==> src/rtl/tcdm_bank_arbiter_if.sv <==
// Requester-side and SRAM-side signal bundle for the TCDM bank arbiter.
// The slave modport is the arbiter's view; master is the requesters plus the SRAM macro.
interface tcdm_bank_arbiter_if #(
  parameter int unsigned NumInp       = 4,
  parameter int unsigned DataWidth    = 32,
  parameter int unsigned BeWidth      = DataWidth / 8,
  parameter int unsigned AddrMemWidth = 8,
  parameter int unsigned MetaWidth    = 8
);
  logic [NumInp-1:0]              req_valid;
  logic [NumInp-1:0]              req_ready;
  logic [NumInp-1:0]              req_wen;
  logic [NumInp*AddrMemWidth-1:0] req_addr;
  logic [NumInp*BeWidth-1:0]      req_be;
  logic [NumInp*DataWidth-1:0]    req_wdata;
  logic [NumInp*MetaWidth-1:0]    req_meta;
  logic [NumInp-1:0]              resp_valid;
  logic [NumInp-1:0]              resp_ready;
  logic [DataWidth-1:0]           resp_rdata;
  logic [MetaWidth-1:0]           resp_meta;
  logic                           bank_req;
  logic                           bank_we;
  logic [AddrMemWidth-1:0]        bank_addr;
  logic [BeWidth-1:0]             bank_be;
  logic [DataWidth-1:0]           bank_wdata;
  logic [DataWidth-1:0]           bank_rdata;

  modport slave (
    input  req_valid, req_wen, req_addr, req_be, req_wdata, req_meta, resp_ready, bank_rdata,
    output req_ready, resp_valid, resp_rdata, resp_meta,
    output bank_req, bank_we, bank_addr, bank_be, bank_wdata
  );

  modport master (
    output req_valid, req_wen, req_addr, req_be, req_wdata, req_meta, resp_ready, bank_rdata,
    input  req_ready, resp_valid, resp_rdata, resp_meta,
    input  bank_req, bank_we, bank_addr, bank_be, bank_wdata
  );
endinterface

==> src/rtl/tcdm_bank_arbiter.sv <==
// Round-robin arbiter in front of one single-ported TCDM bank (1-cycle read latency).
// Reads return through a 2-entry response FIFO; read grants are credit-limited so the
// FIFO can never overflow. Writes are posted and bypass the credit check.
module tcdm_bank_arbiter #(
  parameter int unsigned NumInp       = 4,
  parameter int unsigned DataWidth    = 32,
  parameter int unsigned BeWidth      = DataWidth / 8,
  parameter int unsigned AddrMemWidth = 8,
  parameter int unsigned MetaWidth    = 8
) (
  input logic               clk_i,
  input logic               rst_i,
  tcdm_bank_arbiter_if.slave bus
);
  localparam int unsigned IdxWidth = $clog2(NumInp);

  logic [IdxWidth-1:0]  rr_ptr_q, rr_ptr_d;
  logic                 s1_valid_q;
  logic [IdxWidth-1:0]  s1_idx_q;
  logic [MetaWidth-1:0] s1_meta_q;

  logic [DataWidth-1:0] fifo_data_q [2];
  logic [MetaWidth-1:0] fifo_meta_q [2];
  logic [IdxWidth-1:0]  fifo_idx_q  [2];
  logic                 wr_ptr_q, rd_ptr_q;
  logic [1:0]           count_q;

  logic                 fifo_nonempty, pop, rd_ok;
  logic [IdxWidth-1:0]  head_idx;
  logic [1:0]           inflight;
  logic [NumInp-1:0]    eligible;
  logic                 gnt_valid;
  logic [IdxWidth-1:0]  gnt_idx;
  logic                 gnt_read;

  // Credit: reads in s1 or buffered, minus a same-cycle pop, must leave a free slot.
  always_comb begin
    fifo_nonempty = (count_q != 2'd0);
    head_idx      = fifo_idx_q[rd_ptr_q];
    pop           = fifo_nonempty & bus.resp_ready[head_idx];
    inflight      = {1'b0, s1_valid_q} + count_q;
    rd_ok         = (inflight - {1'b0, pop}) < 2'd2;
    eligible      = bus.req_valid & (bus.req_wen | {NumInp{rd_ok}});
  end

  // Round-robin scan starting at rr_ptr; nothing is granted while reset is asserted.
  always_comb begin
    logic [IdxWidth:0] cand;
    logic [IdxWidth:0] nxt;
    gnt_valid = 1'b0;
    gnt_idx   = '0;
    cand      = '0;
    for (int k = 0; k < NumInp; k++) begin
      cand = {1'b0, rr_ptr_q} + (IdxWidth + 1)'(k);
      if (cand >= (IdxWidth + 1)'(NumInp)) cand = cand - (IdxWidth + 1)'(NumInp);
      if (!gnt_valid && eligible[cand[IdxWidth-1:0]]) begin
        gnt_valid = 1'b1;
        gnt_idx   = cand[IdxWidth-1:0];
      end
    end
    if (rst_i) gnt_valid = 1'b0;
    nxt = {1'b0, gnt_idx} + 1'b1;
    if (nxt == (IdxWidth + 1)'(NumInp)) nxt = '0;
    rr_ptr_d = nxt[IdxWidth-1:0];
    gnt_read = gnt_valid & ~bus.req_wen[gnt_idx];
  end

  // Grant and bank drive; bank fields are zeroed when idle.
  always_comb begin
    bus.req_ready  = '0;
    bus.bank_req   = gnt_valid;
    bus.bank_we    = 1'b0;
    bus.bank_addr  = '0;
    bus.bank_be    = '0;
    bus.bank_wdata = '0;
    if (gnt_valid) begin
      bus.req_ready[gnt_idx] = 1'b1;
      bus.bank_we    = bus.req_wen[gnt_idx];
      bus.bank_addr  = bus.req_addr[gnt_idx*AddrMemWidth +: AddrMemWidth];
      bus.bank_be    = bus.req_be[gnt_idx*BeWidth +: BeWidth];
      bus.bank_wdata = bus.req_wdata[gnt_idx*DataWidth +: DataWidth];
    end
  end

  // Response port presents the FIFO head, one-hot on its requester index.
  always_comb begin
    for (int i = 0; i < NumInp; i++) begin
      bus.resp_valid[i] = fifo_nonempty & ~rst_i & (head_idx == IdxWidth'(i));
    end
    bus.resp_rdata = fifo_nonempty ? fifo_data_q[rd_ptr_q] : '0;
    bus.resp_meta  = fifo_nonempty ? fifo_meta_q[rd_ptr_q] : '0;
  end

  // Arbitration pointer and the read-in-flight stage.
  always_ff @(posedge clk_i or posedge rst_i) begin
    if (rst_i) begin
      rr_ptr_q   <= '0;
      s1_valid_q <= 1'b0;
      s1_idx_q   <= '0;
      s1_meta_q  <= '0;
    end else begin
      if (gnt_valid) rr_ptr_q <= rr_ptr_d;
      s1_valid_q <= gnt_read;
      if (gnt_read) begin
        s1_idx_q  <= gnt_idx;
        s1_meta_q <= bus.req_meta[gnt_idx*MetaWidth +: MetaWidth];
      end
    end
  end

  // Response FIFO: push SRAM data the cycle after a read strobe, pop on handshake.
  always_ff @(posedge clk_i or posedge rst_i) begin
    if (rst_i) begin
      for (int e = 0; e < 2; e++) begin
        fifo_data_q[e] <= '0;
        fifo_meta_q[e] <= '0;
        fifo_idx_q[e]  <= '0;
      end
      wr_ptr_q <= 1'b0;
      rd_ptr_q <= 1'b0;
      count_q  <= 2'd0;
    end else begin
      if (s1_valid_q) begin
        fifo_data_q[wr_ptr_q] <= bus.bank_rdata;
        fifo_meta_q[wr_ptr_q] <= s1_meta_q;
        fifo_idx_q[wr_ptr_q]  <= s1_idx_q;
        wr_ptr_q              <= ~wr_ptr_q;
      end
      if (pop) rd_ptr_q <= ~rd_ptr_q;
      count_q <= count_q + {1'b0, s1_valid_q} - {1'b0, pop};
    end
  end
endmodule

==> src/flat_wrapper.sv <==
// flat-port wrapper written by rule: the top's interface ports become plain ports
module tcdm_bank_arbiter_flat 
#(
  parameter int unsigned NumInp       = 4,
  parameter int unsigned DataWidth    = 32,
  parameter int unsigned BeWidth      = DataWidth / 8,
  parameter int unsigned AddrMemWidth = 8,
  parameter int unsigned MetaWidth    = 8
)
  (clk_i, rst_i, bus_req_valid, bus_req_wen, bus_req_addr, bus_req_be, bus_req_wdata, bus_req_meta, bus_resp_ready, bus_bank_rdata, bus_req_ready, bus_resp_valid, bus_resp_rdata, bus_resp_meta, bus_bank_req, bus_bank_we, bus_bank_addr, bus_bank_be, bus_bank_wdata);
  tcdm_bank_arbiter_if #(.NumInp(NumInp), .DataWidth(DataWidth), .BeWidth(BeWidth), .AddrMemWidth(AddrMemWidth), .MetaWidth(MetaWidth)) bus_i ();
  input logic clk_i;
  input logic rst_i;
  input wire logic [$bits(bus_i.req_valid)-1:0] bus_req_valid;
  input wire logic [$bits(bus_i.req_wen)-1:0] bus_req_wen;
  input wire logic [$bits(bus_i.req_addr)-1:0] bus_req_addr;
  input wire logic [$bits(bus_i.req_be)-1:0] bus_req_be;
  input wire logic [$bits(bus_i.req_wdata)-1:0] bus_req_wdata;
  input wire logic [$bits(bus_i.req_meta)-1:0] bus_req_meta;
  input wire logic [$bits(bus_i.resp_ready)-1:0] bus_resp_ready;
  input wire logic [$bits(bus_i.bank_rdata)-1:0] bus_bank_rdata;
  output wire logic [$bits(bus_i.req_ready)-1:0] bus_req_ready;
  output wire logic [$bits(bus_i.resp_valid)-1:0] bus_resp_valid;
  output wire logic [$bits(bus_i.resp_rdata)-1:0] bus_resp_rdata;
  output wire logic [$bits(bus_i.resp_meta)-1:0] bus_resp_meta;
  output wire logic [$bits(bus_i.bank_req)-1:0] bus_bank_req;
  output wire logic [$bits(bus_i.bank_we)-1:0] bus_bank_we;
  output wire logic [$bits(bus_i.bank_addr)-1:0] bus_bank_addr;
  output wire logic [$bits(bus_i.bank_be)-1:0] bus_bank_be;
  output wire logic [$bits(bus_i.bank_wdata)-1:0] bus_bank_wdata;
  assign bus_i.req_valid = bus_req_valid;
  assign bus_i.req_wen = bus_req_wen;
  assign bus_i.req_addr = bus_req_addr;
  assign bus_i.req_be = bus_req_be;
  assign bus_i.req_wdata = bus_req_wdata;
  assign bus_i.req_meta = bus_req_meta;
  assign bus_i.resp_ready = bus_resp_ready;
  assign bus_i.bank_rdata = bus_bank_rdata;
  assign bus_req_ready = bus_i.req_ready;
  assign bus_resp_valid = bus_i.resp_valid;
  assign bus_resp_rdata = bus_i.resp_rdata;
  assign bus_resp_meta = bus_i.resp_meta;
  assign bus_bank_req = bus_i.bank_req;
  assign bus_bank_we = bus_i.bank_we;
  assign bus_bank_addr = bus_i.bank_addr;
  assign bus_bank_be = bus_i.bank_be;
  assign bus_bank_wdata = bus_i.bank_wdata;
  tcdm_bank_arbiter #(.NumInp(NumInp), .DataWidth(DataWidth), .BeWidth(BeWidth), .AddrMemWidth(AddrMemWidth), .MetaWidth(MetaWidth)) u_core (.clk_i(clk_i), .rst_i(rst_i), .bus(bus_i));
endmodule
==> config.mk <==
export PLATFORM = sky130hd
export DESIGN_NAME = tcdm_bank_arbiter_flat
export DESIGN_NICKNAME = d
export VERILOG_FILES = /design/src/rtl/tcdm_bank_arbiter_if.sv /design/src/rtl/tcdm_bank_arbiter.sv /design/src/flat_wrapper.sv
export SDC_FILE = /design/constraint.sdc
export NUM_CORES = 1
export LEC_CHECK = 0
export BUFFER_PORTS_ARGS = -buffer_cell sky130_fd_sc_hd__clkbuf_2
export CAP_MARGIN = 30
export CORE_AREA = 2 2 137 139
export DETAILED_ROUTE_END_ITERATION = 10
export DIE_AREA = 0 0 139 141
export PLACE_DENSITY_LB_ADDON = 0.15
export SYNTH_ARGS = -nofsm -noshare
export SYNTH_HDL_FRONTEND = slang
export SYNTH_SLANG_ARGS = --single-unit
==> constraint.sdc <==
create_clock -name clk_i -period 8 [get_ports clk_i]
set_input_delay 0.8 -clock clk_i [delete_from_list [all_inputs] [get_ports clk_i]]
set_output_delay 0.8 -clock clk_i [all_outputs]
set_load 0.01 [all_outputs]
# ---- Yosys cells after proc, flatten, opt, wreduce, memory -nomap -nowiden
# Cells that the tools add are included.
dict set report op_classes {
  shift 4
  n_lt_le_gt_ge 15
  n_mux 53
  n_bitwise 15
  n_addsub 10
  reduce_logical 10
  n_eq_ne 4
}
# operator count
set op_table {}
lappend op_table {{$mux 32} 6}
lappend op_table {{$shiftx 128x8->32} 1}
lappend op_table {{$bwmux 64} 1}
lappend op_table {{$shiftx 32x6->8} 2}
lappend op_table {{$mux 8} 6}
lappend op_table {{$demux 32 s1} 1}
lappend op_table {{$mux 2} 13}
lappend op_table {{$lt 2x3->1 const B} 6}
lappend op_table {{$bwmux 16} 1}
lappend op_table {{$shiftx 16x5->4} 1}
lappend op_table {{$mux 1} 13}
lappend op_table {{$bmux 1 s2} 6}
lappend op_table {{$ge 3x3->1 const B} 3}
lappend op_table {{$demux 8 s1} 1}
lappend op_table {{$mux 4} 2}
lappend op_table {{$sub 2x1->2 const B} 4}
lappend op_table {{$and 1x1->1} 7}
lappend op_table {{$add 2x1->3 const B} 2}
lappend op_table {{$add 2x2->3 const B} 2}
lappend op_table {{$logic_and 1x1->1} 5}
lappend op_table {{$and 4x4->4} 1}
lappend op_table {{$bwmux 4} 1}
lappend op_table {{$eq 2x2->1 const B} 2}
lappend op_table {{$ge 2x2->1 const B} 2}
lappend op_table {{16 further kinds} 22}
dict set report totals {
  ff_bits 101
  output_inout_bits 94
}

# ---- Logic depth before layout (Yosys ltp)
# Gate-level depths: netlist (run 1).
dict set report depth {
  ltp_word 28
  depth_mapped 18
  depth_no_buf 14
}

# ---- Worst setup path after synthesis (run 1)
# Ideal clock, no wire load.
dict set report synth_path {
  kind {reg-to-output}
  start {register u_core.rd_ptr_q}
  end {output port bus_bank_addr[2]}
  stages_incl_launch_ff 16
  arrival_ns 3.968
  slack_ns 3.232
  path_cell_list {dfrtp_1 clkbuf_1 mux2i_1 mux4_2 nor2b_1 ha_1 inv_1 ha_1 xnor3_1 o21ai_0 nand2_1 o211ai_1 inv_2 buf_2 clkbuf_1 a211oi_1}
}
dict set report synth_via {
  elab_chain_cells 25
  word_cells_on_any_way 36
  classes_between {add/sub: 1; order compare: 1; shift: 1; mux: 23; bitwise: 4; reduce/logical: 6}
}
# element line
set synth_rtl {}
lappend synth_rtl {{start: declaration} tcdm_bank_arbiter.sv:25} ;# logic wr_ptr_q, rd_ptr_q;
lappend synth_rtl {{start signal: assignment} tcdm_bank_arbiter.sv:129} ;# if (pop) rd_ptr_q <= ~rd_ptr_q;
lappend synth_rtl {{$not 1->2 (not written as such) (*)} tcdm_bank_arbiter.sv:39} ;# head_idx = fifo_idx_q[rd_ptr_q];
lappend synth_rtl {{$mux 2 (not written as such) (*) (3 in a row)} tcdm_bank_arbiter.sv:39}
lappend synth_rtl {{$bmux 1 s2 (*)} tcdm_bank_arbiter.sv:40} ;# pop = fifo_nonempty & bus.resp_ready[head_idx];
lappend synth_rtl {{$mux 1 (not written as such) (*)} tcdm_bank_arbiter.sv:40}
lappend synth_rtl {{$and 1x1->1 (*)} tcdm_bank_arbiter.sv:40}
lappend synth_rtl {{via u_core.pop} tcdm_bank_arbiter.sv:28} ;# logic fifo_nonempty, pop, rd_ok;
lappend synth_rtl {{$sub 2x1->2 (*)} tcdm_bank_arbiter.sv:42} ;# rd_ok = (inflight - {1'b0, pop}) < 2'd2;
lappend synth_rtl {{$lt 2x2->1 (*)} tcdm_bank_arbiter.sv:42}
lappend synth_rtl {{[... 8 more ...]} -}
lappend synth_rtl {{$logic_not 1->1} tcdm_bank_arbiter.sv:56} ;# if (!gnt_valid && eligible[cand[IdxWidth-1:0]]) begin
lappend synth_rtl {{$logic_and 1x1->1} tcdm_bank_arbiter.sv:56}
lappend synth_rtl {{$mux 1} tcdm_bank_arbiter.sv:56}
lappend synth_rtl {{$logic_not 1->1} tcdm_bank_arbiter.sv:56}
lappend synth_rtl {{$logic_and 1x1->1} tcdm_bank_arbiter.sv:56}
lappend synth_rtl {{$mux 2 / $mux 1 (equally long branches)} tcdm_bank_arbiter.sv:56}
lappend synth_rtl {{$shiftx 32x6->8 / $mux 1 (equally long branches)} {tcdm_bank_arbiter.sv:79, tcdm_bank_arbiter.sv:61}}
lappend synth_rtl {{$mux 8 (*)} tcdm_bank_arbiter.sv:76} ;# if (gnt_valid) begin
lappend synth_rtl {{end: declaration} flat_wrapper.sv:28} ;# output wire logic [$bits(bus_i.bank_addr)-1:0] bus_bank_addr;
# Mark *: on every way through the listed nets, which the timed path passes. The rest lies on a longest branch. The select of a mux whose other input is x is not followed.

# ---- Worst setup path after layout (run 1)
dict set report layout_path {
  start {register u_core.rd_ptr_q}
  end {output port bus_bank_wdata[3]}
}
dict set report layout_via {
  elab_chain_cells 25
  word_cells_on_any_way 36
  classes_between {add/sub: 1; order compare: 1; shift: 1; mux: 23; bitwise: 4; reduce/logical: 6}
}
# element line
set layout_rtl {}
lappend layout_rtl {{$not 1->2 (not written as such) (*)} tcdm_bank_arbiter.sv:39}
lappend layout_rtl {{$mux 2 (not written as such) (*) (3 in a row)} tcdm_bank_arbiter.sv:39}
lappend layout_rtl {{$bmux 1 s2 (*)} tcdm_bank_arbiter.sv:40}
lappend layout_rtl {{$mux 1 (not written as such) (*)} tcdm_bank_arbiter.sv:40}
lappend layout_rtl {{$and 1x1->1 (*)} tcdm_bank_arbiter.sv:40}
lappend layout_rtl {{via u_core.pop} tcdm_bank_arbiter.sv:28}
lappend layout_rtl {{$sub 2x1->2 (*)} tcdm_bank_arbiter.sv:42}
lappend layout_rtl {{$lt 2x2->1 (*)} tcdm_bank_arbiter.sv:42}
lappend layout_rtl {{[... 8 more ...]} -}
lappend layout_rtl {{$logic_not 1->1} tcdm_bank_arbiter.sv:56}
lappend layout_rtl {{$logic_and 1x1->1} tcdm_bank_arbiter.sv:56}
lappend layout_rtl {{$mux 1} tcdm_bank_arbiter.sv:56}
lappend layout_rtl {{$logic_not 1->1} tcdm_bank_arbiter.sv:56}
lappend layout_rtl {{$logic_and 1x1->1} tcdm_bank_arbiter.sv:56}
lappend layout_rtl {{$mux 2 / $mux 1 (equally long branches)} tcdm_bank_arbiter.sv:56}
lappend layout_rtl {{$shiftx 128x8->32 / $mux 1 (equally long branches)} {tcdm_bank_arbiter.sv:81, tcdm_bank_arbiter.sv:61}}
lappend layout_rtl {{$mux 32 (*)} tcdm_bank_arbiter.sv:76}
lappend layout_rtl {{end: declaration} flat_wrapper.sv:30} ;# output wire logic [$bits(bus_i.bank_wdata)-1:0] bus_bank_wdata;
# Marks and branches as above.

==> results of run 1 <==
## layer usage
metal | track usage | vias to the layer above | part of all wire
met5 | 0 | - | 0
met4 | 0.0473 | 0 | 0.0097
met3 | 0.0472 | 16 | 0.071
met2 | 0.341 | 231 | 0.46
met1 | 0.301 | 2751 | 0.46
li1 | - | 2774 | -
## worst register-to-register path, stage by stage (launching register included)
cell and delay [ps]:
dfrtp_2 370, buf_4 610, mux2i_1 420, mux4_2 350
nor2b_1 170, ha_1 310, inv_1 60, ha_1 140
xnor3_1 320, o21ai_0 360, a41o_2 900, inv_1 330
nand2_1 230, a2bb2oi_4 330, mux2_1 360
## cell usage in the layout, fill, tap and decap left out, types with 2 or more instances in the layout
master	n
a211oi_1	45
and2_1	4
buf_16	3
buf_4	7
clkbuf_16	9
clkbuf_2	347
clkinv_2	2
clkinvlp_4	3
dfrtp_1	100
ha_1	7
inv_1	7
mux2_1	9
mux2_2	129
mux2i_1	111
nand2_1	8
nor2_1	89
nor2_4	2
nor2b_1	2
nor4_1	2
o21a_1	3
o21ai_0	7
o21ai_1	3
xor2_1	2
## through the flow
stage / instances / instance area [sq um]
after CTS: 1152 / 8790
after floorplan: 588 / 6500
after global routing: 1153 / 8800
after detailed placement: 1136 / 8520
final: 1153 / 8800
after global placement: 1133 / 8440
## how the worst min path moves through the flow
stage                                        end  slack [ps]  cells after the start                   start
after floorplan                  u_core.wr_ptr_q         460                      1       u_core.s1_valid_q
after global placement    u_core.fifo_data_q[12]         490                      1  u_core.fifo_data_q[12]
after detailed placement  u_core.fifo_data_q[10]         490                      1  u_core.fifo_data_q[10]
after CTS                  u_core.fifo_data_q[5]         450                      2                   rst_i
after global routing      u_core.fifo_data_q[37]         480                      2                   rst_i
final                      u_core.fifo_data_q[7]         460                      2                   rst_i
## area by class of cell
cell class	instances	area [sq um]	area share
Timing Repair Buffer	358	1890	0.215
Clock buffer	10	229	0.0260
Multi-Input combinational cell	434	3770	0.428
Sequential cell	101	2530	0.287
Clock inverter	6	47.5	0.00540
Tap cell	234	293	0.0333
Inverter	9	37.5	0.00427
Antenna cell	1	2.50	0.000284
## sequential cells by signal (all words and copies together), names as in the netlist
signal	cells
u_core.s1_valid_q	1
u_core.fifo_data_q	64
u_core.wr_ptr_q	1
u_core.s1_idx_q	2
u_core.fifo_meta_q	16
u_core.rr_ptr_q	2
u_core.count_q	2
u_core.s1_meta_q	8
u_core.fifo_idx_q	4
u_core.rd_ptr_q	1
## power by group through the flow
stage               sequential (mW)  clock [mW]  combinational (mW)
finish                        0.917       0.403                2.80
global route                  0.953       0.439                3.04
CTS                           0.919       0.419                2.83
detailed placement            0.930           0                2.81
global placement              0.921           0                2.78
floorplan                     0.880           0                2.02
## logic make-up (layout without fill, tap and decap cells)
family                     after synthesis  after routing
adders and majority gates                7              7
AOI/OAI and AO/OA                       65             65
other                                    0              1
xor gates and xnor gates                 3              3
buffers and inverters                   53            383
DFF                                    101            101
and+or+nand+nor                        108            108
muxes                                  251            251
==> impl_metrics.json, run 1 <==
{
  "status": "completed",
  "tightest_slew_ps": 942,
  "ir_drop_mv": 0.284,
  "synth_top_area_share": 0.389,
  "synth_flop_cell": "dfrtp_1",
  "ctsHoldBuffers": 0,
  "grtUsageTotal": 0.214,
  "io_buffers": 347,
  "path_delay_family": "compound AO/OA/AOI/OAI gates",
  "synth_top_family_by_area": "multiplexers",
  "synthCells": 588,
  "ant_nets": 0,
  "h-tree-depth": 3,
  "p_int_mw": 2.30,
  "r2r_end": "u_core.s1_meta_q[5]",
  "slew_viol_final": 0,
  "grt_pass1_vias": 5818,
  "ys_top_cells_by_area": "dfrtp_1, mux2_2, mux2i_1",
  "r2r-start": "u_core.rd_ptr_q",
  "num_io_pins": 348,
  "sw_frac_of_total": 0.441,
  "hold_path.class": "in2async",
  "fp.dieH_um": 141,
  "clock_sinks": 101,
  "yosys_warnings": 0,
  "cp_data_arrival_time_ps": 5640,
  "fillers": 1739,
  "power_mw": 4.12,
  "dp_hpwl_mm": 17.2,
  "yosys.area_share.xor_xnor": 0.00616,
  "routabilityCongestion": 0.949,
  "die_w_um": 139,
  "vias": 5772,
  "overflow": 0,
  "die_area_sq_um": 19600,
  "fin_skew_ps": 7.48,
  "rsz0062_at_grt": "no",
  "antenna_found_initial": 1,
  "p_per_area_nw_per_um2": 468,
  "synth_compound_area_frac": 0.0745,
  "drt_wl_total_mm": 21.4,
  "synth_cell_type_count": 32,
  "tritoncts": "built",
  "worst_path_max_delay_cell": "o22a_4",
  "drc_errors": 0,
  "post_cts_buffers": 0,
  "syn_avg_cell_area_sq_um": 11.0,
  "cts_max_path_buffers": 2,
  "numCtsBuffers": 9,
  "syn-cell-area_sq_um": 6500,
  "cp.depth": 16,
  "path_class": "reg2out",
  "place_ws_ps": 1940,
  "avgRoutedWirePerCell_um": 18.6,
  "crit_chain": "buf_4 -> mux2i_1 -> mux4_2 -> nor2b_1 -> ha_1 -> inv_1 -> ha_1 -> xnor3_1 -> o21a_1 -> o21ai_0 -> o22a_4 -> buf_4 -> mux2_2 -> nor2_1 -> a211oi_1 -> clkbuf_2",
  "path_clk_slew_ps": 70,
  "async_flop_share": 1.00,
  "vias_per_cell": 5.01,
  "pwr-share-comb": 0.679,
  "cts_root_buffer": "clkbuf_16",
  "ys_ff_latch": 101,
  "end_kind": "output port",
  "cap_violations": 0,
  "synth-simple-area-share": 0.0655,
  "ys_seq_area_frac": 0.389,
  "startpoint_type": "flop",
  "critPathBufInv": 4,
  "grt_pass1_wl_mm": 32.6,
  "cp-startpoint": "u_core.rd_ptr_q",
  "max_freq_mhz": 155,
  "synth.area.mux_share": 0.416,
  "clock_power_share": 0.098,
  "hold_violations": 0,
  "synth.most_common_cell": "mux2_2",
  "relSlewSlack": 0.372,
  "timing.hold.ws_ps": 457,
  "post-route-period-util": 0.805,
  "area_delta_synth_final_pct": 35.4,
  "coreArea_sq_um": 18300,
  "utilization": 0.482,
  "max_stage_delay_ps": 800,
  "synth_enable_flop_cells": 0,
  "ff2ff_path_depth": 14,
  "p_leak_nw": 4.64,
  "synthAdderAreaFrac": 0.0135,
  "drt-pass1-iter-count": 5,
  "yosys.area.top_type": "dfrtp_1",
  "seqPwrFrac": 0.223,
  "start_util": 0.356,
  "drt-initial-drc-count": 239,
  "p_switching_mw": 1.82,
  "tns_ps": 0,
  "final.setup.worst_slack_ps": 1560,
  "clk_latency_ps": 340,
  "cp_max_fo": 59,
  "required_ps": 7200,
  "rows": 50,
  "setup_viol": 0,
  "post_cts_resized": 0,
  "drive_gt1_frac": 0.559,
  "synthTopCellsByCount": "mux2_2, mux2i_1, dfrtp_1, nor2_1, a211oi_1",
  "grt_start_max_net_pins": 63,
  "reg2reg_slack_ps": 2620,
  "final_nets": 1174,
  "crit_end": "bus_bank_wdata[3]",
  "synth_nets": 849,
  "layout_min_cycle_time_ps": 6440
}
Note: power is estimated with default switching activity, not from simulation.
==> run 2: changes to the inputs <==
Settings changed: ABC_AREA set to 1, CORE_AREA 2 2 137 139 to not set, CORE_ASPECT_RATIO set to 0.8, CORE_UTILIZATION set to 43, DIE_AREA 0 0 139 141 to not set.
Clock period 8 ns to 5.89 ns, I/O delays scaled along.
==> run 2 against run 1 <==
Critical path depth rose by 10. Worst hold slack got worse by 180 ps. Count of clock-buffer cells in the layout rose by 3. Largest power group unchanged. Highest routed layer is now met5.
==> impl_metrics.json, run 2 <==
{
  "status": "completed",
  "ant_nets": 0,
  "ys_ff_latch": 101,
  "synth_flop_cell": "dfrtp_1",
  "cts_max_path_buffers": 2,
  "ys_seq_area_frac": 0.352,
  "hold_violations": 0,
  "overflow": 0,
  "rsz0062_at_grt": "no",
  "yosys.area.top_type": "dfrtp_1",
  "r2r-start": "u_core.rd_ptr_q",
  "reg2reg_slack_ps": 1330,
  "synth_nets": 1329,
  "relSlewSlack": 0.475,
  "fillers": 1618,
  "io_buffers": 347,
  "avgRoutedWirePerCell_um": 14.3,
  "finalInstanceArea_sq_um": 9300,
  "clock_sinks": 101,
  "die_area_sq_um": 17200,
  "final.setup.worst_slack_ps": 573,
  "drc_errors": 0,
  "grt_pass1_vias": 7187,
  "final_nets": 1627,
  "syn_avg_cell_area_sq_um": 6.73,
  "synth.area.mux_share": 0,
  "coreArea_sq_um": 16100,
  "yosys_warnings": 0,
  "utilization": 0.579,
  "path_clk_slew_ps": 60,
  "cp_max_fo": 74,
  "multi_input_area_sq_um": 3570,
  "fp.dieH_um": 118,
  "synth.most_common_cell": "nand2_1",
  "regMostFlops": "u_core.fifo_data_q",
  "max_freq_mhz": 188,
  "synth_enable_flop_cells": 0,
  "synth_top_family_by_area": "simple AND/OR/NAND/NOR gates",
  "grt_pass1_wl_mm": 36.3,
  "syn-cell-area_sq_um": 7190,
  "drt-initial-drc-count": 613,
  "ff2ff_path_depth": 22,
  "p_per_area_nw_per_um2": 760,
  "critPathBufInv": 8,
  "grt_start_max_net_pins": 75,
  "fin_skew_ps": 5.08,
  "synth_top_area_share": 0.352,
  "synth_cell_type_count": 31,
  "post_cts_buffers": 0,
  "placed_area_sq_um": 8990,
  "tightest_slew_ps": 787,
  "numCtsBuffers": 9,
  "cp_data_arrival_time_ps": 4730,
  "path_class": "reg2out",
  "timing.hold.ws_ps": 276,
  "area_delta_synth_final_pct": 29.4,
  "synthAdderAreaFrac": 0.0122,
  "rows": 41,
  "cap_violations": 0,
  "yosys.area_share.xor_xnor": 0.00244,
  "p_leak_nw": 5.32,
  "tns_ps": 0,
  "clk_latency_ps": 340,
  "synthTopCellsByCount": "nand2_1, inv_1, dfrtp_1, o21ai_0, a21oi_1",
  "h-tree-depth": 3,
  "cp-startpoint": "u_core.rd_ptr_q",
  "num_io_pins": 348,
  "place_ws_ps": 775,
  "path_delay_family": "simple AND/OR/NAND/NOR gates",
  "post-route-period-util": 0.903,
  "layout_min_cycle_time_ps": 5320,
  "start_util": 0.448,
  "hold_path.class": "in2async",
  "startpoint_type": "flop",
  "async_flop_share": 1.00,
  "path_common_cell": "inv_1",
  "grtUsageTotal": 0.262,
  "worst_path_max_delay_cell": "dfrtp_2",
  "reg.largest.list": "u_core.fifo_data_q x64, u_core.fifo_meta_q x16, u_core.s1_meta_q x8",
  "die_w_um": 147,
  "ir_drop_mv": 0.492,
  "dp_hpwl_mm": 17.1,
  "r2r_end": "u_core.s1_meta_q[3]",
  "synthCells": 1068,
  "ys_top_cells_by_area": "dfrtp_1, nand2_1, inv_1",
  "synth-simple-area-share": 0.243,
  "vias": 7893,
  "required_ps": 5300,
  "antenna_found_initial": 2,
  "drt_wl_total_mm": 22.7,
  "final_cell_mix": "clkbuf_2, nand2_1, inv_1, dfrtp_1, o21ai_0",
  "seq_area_sq_um": 2530,
  "drt-pass1-iter-count": 5,
  "drive_gt1_frac": 0.311,
  "final_common_cell": "clkbuf_2",
  "synth_compound_area_frac": 0.235,
  "slew_viol_final": 0,
  "vias_per_cell": 4.97,
  "max_stage_delay_ps": 510,
  "routabilityCongestion": 0.931,
  "largest_reg_flops": 64,
  "tritoncts": "built",
  "end_kind": "output port",
  "setup_viol": 0,
  "cts_root_buffer": "clkbuf_16"
}
-- run 2: cell types whose count changed in the layout (fill, tap and decap cells not counted), sizes merged, moves of 4 or more --
| cell | delta |
|---|---|
| a211oi | -45 |
| a21oi | +86 |
| and2 | -4 |
| buf | +6 |
| inv | +178 |
| mux2 | -139 |
| mux2i | -111 |
| nand2 | +322 |
| nand3 | +75 |
| nor2 | -81 |
| nor3 | +5 |
| o211ai | +87 |
| o21ai | +80 |
-- run 2: per-stage QoR --
step / total power, mW / cells
floorplan: 5.19 / 1068
global placement: 6.42 / 1570
detailed placement: 6.49 / 1570
CTS: 7.10 / 1586
global route: 7.78 / 1587
finish: 7.07 / 1587
-- run 2: area by class of cell --
type | count | share of cell area
Multi-Input combinational cell | 701 | 0.384
Timing Repair Buffer | 364 | 0.206
Inverter | 189 | 0.0766
Clock buffer | 13 | 0.0280
Tap cell | 215 | 0.0289
Clock inverter | 3 | 0.00471
Sequential cell | 101 | 0.272
Antenna cell | 1 | 0.000269
-- run 2: metal layers --
| layer | vias up | routed length, um | global-route usage |
|---|---|---|---|
| li1 | 4013 | - | - |
| met1 | 3576 | 10200 | 0.355 |
| met2 | 268 | 10600 | 0.419 |
| met3 | 34 | 1560 | 0.0601 |
| met4 | 2 | 391 | 0.0710 |
| met5 | - | 13 | 0 |
-- run 2: report_power, final --
part / switching [mW] / internal (mW)
logic: 3.33 / 1.91
clock network: 0.245 / 0.353
registers: 0.197 / 1.04
total: 3.77 / 3.30
-- run 2: worst max path at each step --
stage	cells after the start	to
2_1_floorplan	4	bus_bank_wdata[23]
3_3_place_gp	26	bus_bank_be[2]
3_5_place_dp	26	bus_bank_be[2]
4_1_cts	26	bus_bank_be[2]
5_1_grt	26	bus_bank_be[0]
6_report	26	bus_bank_be[0]
-- run 2: what timing repair did --
action                                  4_1_cts  5_1_grt
resized for setup                             0        1
hold buffers                                  0        0
endpoints found under the setup margin        0        7
-- run 2: cells by family after synthesis --
| group | Yosys count |
|---|---|
| buffers and inverters | 266 |
| adders and majority gates | 7 |
| xor gates and xnor gates | 2 |
| AOI/OAI and AO/OA | 266 |
| DFF | 101 |
| and+or+nand+nor | 426 |
-- run 2: worst register-to-register path, stage by stage (launching register included) --
cell      delay, ps
dfrtp_2         510
clkinv_1        120
or2_2           280
o21ai_0         190
inv_1           160
a31oi_1         190
nand3_1          80
nand2_1         100
inv_1            50
ha_1            270
inv_1            50
ha_1            170
nand3_2         130
nand3_1         130
nand3_1         140
nand3_1         140
o21ai_2          80
nand4_1         120
nand2_2         370
inv_1           510
nand3_1         420
nand2_1         170
nand2_1          60
==> run 3: changes to the inputs <==
Settings changed: CORE_UTILIZATION 43 to 30.
==> run 3 against run 2 <==
Count of clock-buffer cells in the layout down 4. Total power rose by 0.82%. Sequential power about the same. Non-clock buffer count rose by 3. Final cell count is 6.3% higher. Die area increased by 43%. Critical path type unchanged. Largest cell class unchanged.
==> impl_metrics.json, run 3 (synthesis results as in run 2) <==
{
  "status": "completed",
  "placed_area_sq_um": 9130,
  "tns_ps": 0,
  "drive_gt1_frac": 0.313,
  "layout_min_cycle_time_ps": 5280,
  "p_leak_nw": 5.32,
  "grt_pass1_vias": 7171,
  "setup_viol": 0,
  "tritoncts": "built",
  "coreArea_sq_um": 23500,
  "final_cell_mix": "clkbuf_2, nand2_1, inv_1, dfrtp_1, o21ai_0",
  "grt_pass1_wl_mm": 38.1,
  "placed_cells": 1670,
  "antenna_found_initial": 1,
  "reg.largest.list": "u_core.fifo_data_q x64, u_core.fifo_meta_q x16, u_core.s1_meta_q x8",
  "overflow": 0,
  "drt_wl_total_mm": 24.4,
  "post_cts_buffers": 0,
  "die_w_um": 175,
  "utilization": 0.402,
  "final_nets": 1630,
  "final.setup.worst_slack_ps": 609,
  "hold_path.class": "in2async",
  "regMostFlops": "u_core.fifo_data_q",
  "start_util": 0.306,
  "cap_violations": 0,
  "grt_start_max_net_pins": 98,
  "required_ps": 5300,
  "ctsHoldBuffers": 0,
  "p_per_area_nw_per_um2": 756,
  "finalInstanceArea_sq_um": 9430,
  "ir_drop_mv": 0.639,
  "final_common_cell": "clkbuf_2",
  "num_io_pins": 348,
  "drc_errors": 0,
  "path_class": "reg2out",
  "numCtsBuffers": 9,
  "h-tree-depth": 3,
  "dp_hpwl_mm": 18.2,
  "path_clk_slew_ps": 70,
  "post-route-period-util": 0.897,
  "avgRoutedWirePerCell_um": 14.4,
  "fp.dieH_um": 140,
  "place_ws_ps": 833,
  "relSlewSlack": 0.491,
  "timing.hold.ws_ps": 210,
  "clk_latency_ps": 340,
  "grtUsageTotal": 0.194,
  "ant_nets": 0,
  "hold_violations": 0,
  "vias_per_cell": 4.54,
  "routabilityCongestion": 0.959,
  "drt-initial-drc-count": 516,
  "rows": 50,
  "vias": 7666,
  "area_delta_synth_final_pct": 31.2,
  "max_freq_mhz": 189,
  "startpoint_type": "flop",
  "cts_max_path_buffers": 2,
  "reg2reg_slack_ps": 1320,
  "io_buffers": 347,
  "end_kind": "output port",
  "largest_reg_flops": 64,
  "clock_sinks": 101,
  "cp_data_arrival_time_ps": 4690,
  "die_area_sq_um": 24600,
  "fin_skew_ps": 5.65,
  "power_mw": 7.13,
  "slew_viol_final": 0,
  "cp_max_fo": 17,
  "tightest_slew_ps": 764,
  "fin_cells": 1687,
  "rsz0062_at_grt": "no",
  "cts_root_buffer": "clkbuf_16",
  "drt-pass1-iter-count": 7
}
run 3: cell types whose count changed in the layout (fill, tap and decap cells not counted), moves of 2 or more:
cell / before / now
buf_12: 4 / 2
buf_4: 13 / 17
clkbuf_1: 2 / 0
clkbuf_8: 2 / 0
inv_6: 0 / 2
run 3: repair_timing:
item,in CTS,in global routing
hold endpoints to repair,0,0
setup endpoints to repair,0,24
resized for setup,0,1
run 3: final timing paths:
path | from | to | depth (start not counted)
max | u_core.rd_ptr_q | bus_req_ready[2] | 26
min | rst_i | u_core.count_q[1] | 2
max reg2reg | u_core.rd_ptr_q | u_core.s1_meta_q[6] | 22
min reg2reg | u_core.s1_idx_q[1] | u_core.s1_idx_q[1] | 2
max in group asynchronous | rst_i | u_core.s1_meta_q[0] | 4
min in group clk_i | u_core.s1_idx_q[1] | u_core.s1_idx_q[1] | 2
run 3: layout make-up:
class	instances	area (sq um)
multi-input cells	701	3570
well taps	312	390
repair buffers	367	1930
fillers	2602	14000
inverters	189	712
clock inverters	7	70.1
clock buffers	9	225
flip-flops and latches	101	2530
diodes	1	2.50
run 3: report_power, final:
group          internal [mW]  total, mW  leakage [nW]  switching (mW)
logic                   1.88       5.30          3.93            3.42
registers               1.04       1.23          1.25           0.191
clock network          0.298      0.589         0.141           0.291
run 3: critical path, stage by stage, from the launching register on:
cell and delay (ps):
dfrtp_1 480, clkinv_1 110, or2_2 270, o21ai_1 180, inv_1 140, a31oi_1 180
nand3_1 80, nand2_1 100, inv_1 50, ha_1 280, inv_1 60, ha_1 170
inv_1 50, nand2_2 90, nand3_1 90, nand3_1 120, nand2_2 90, o21ai_2 180
nand3_2 100, nor2_2 180, nor2_1 100, nor2_4 400, buf_4 350, ha_1 180
inv_1 30, nor2_1 100, clkbuf_2 160
run 3: per-layer routing:
layer,GRT usage,vias up,share of wire
met3,0.0350,19,0.049
met4,0.0352,0,0.013
met5,0,-,0
li1,-,4011,-
met1,0.280,3433,0.49
met2,0.304,203,0.45
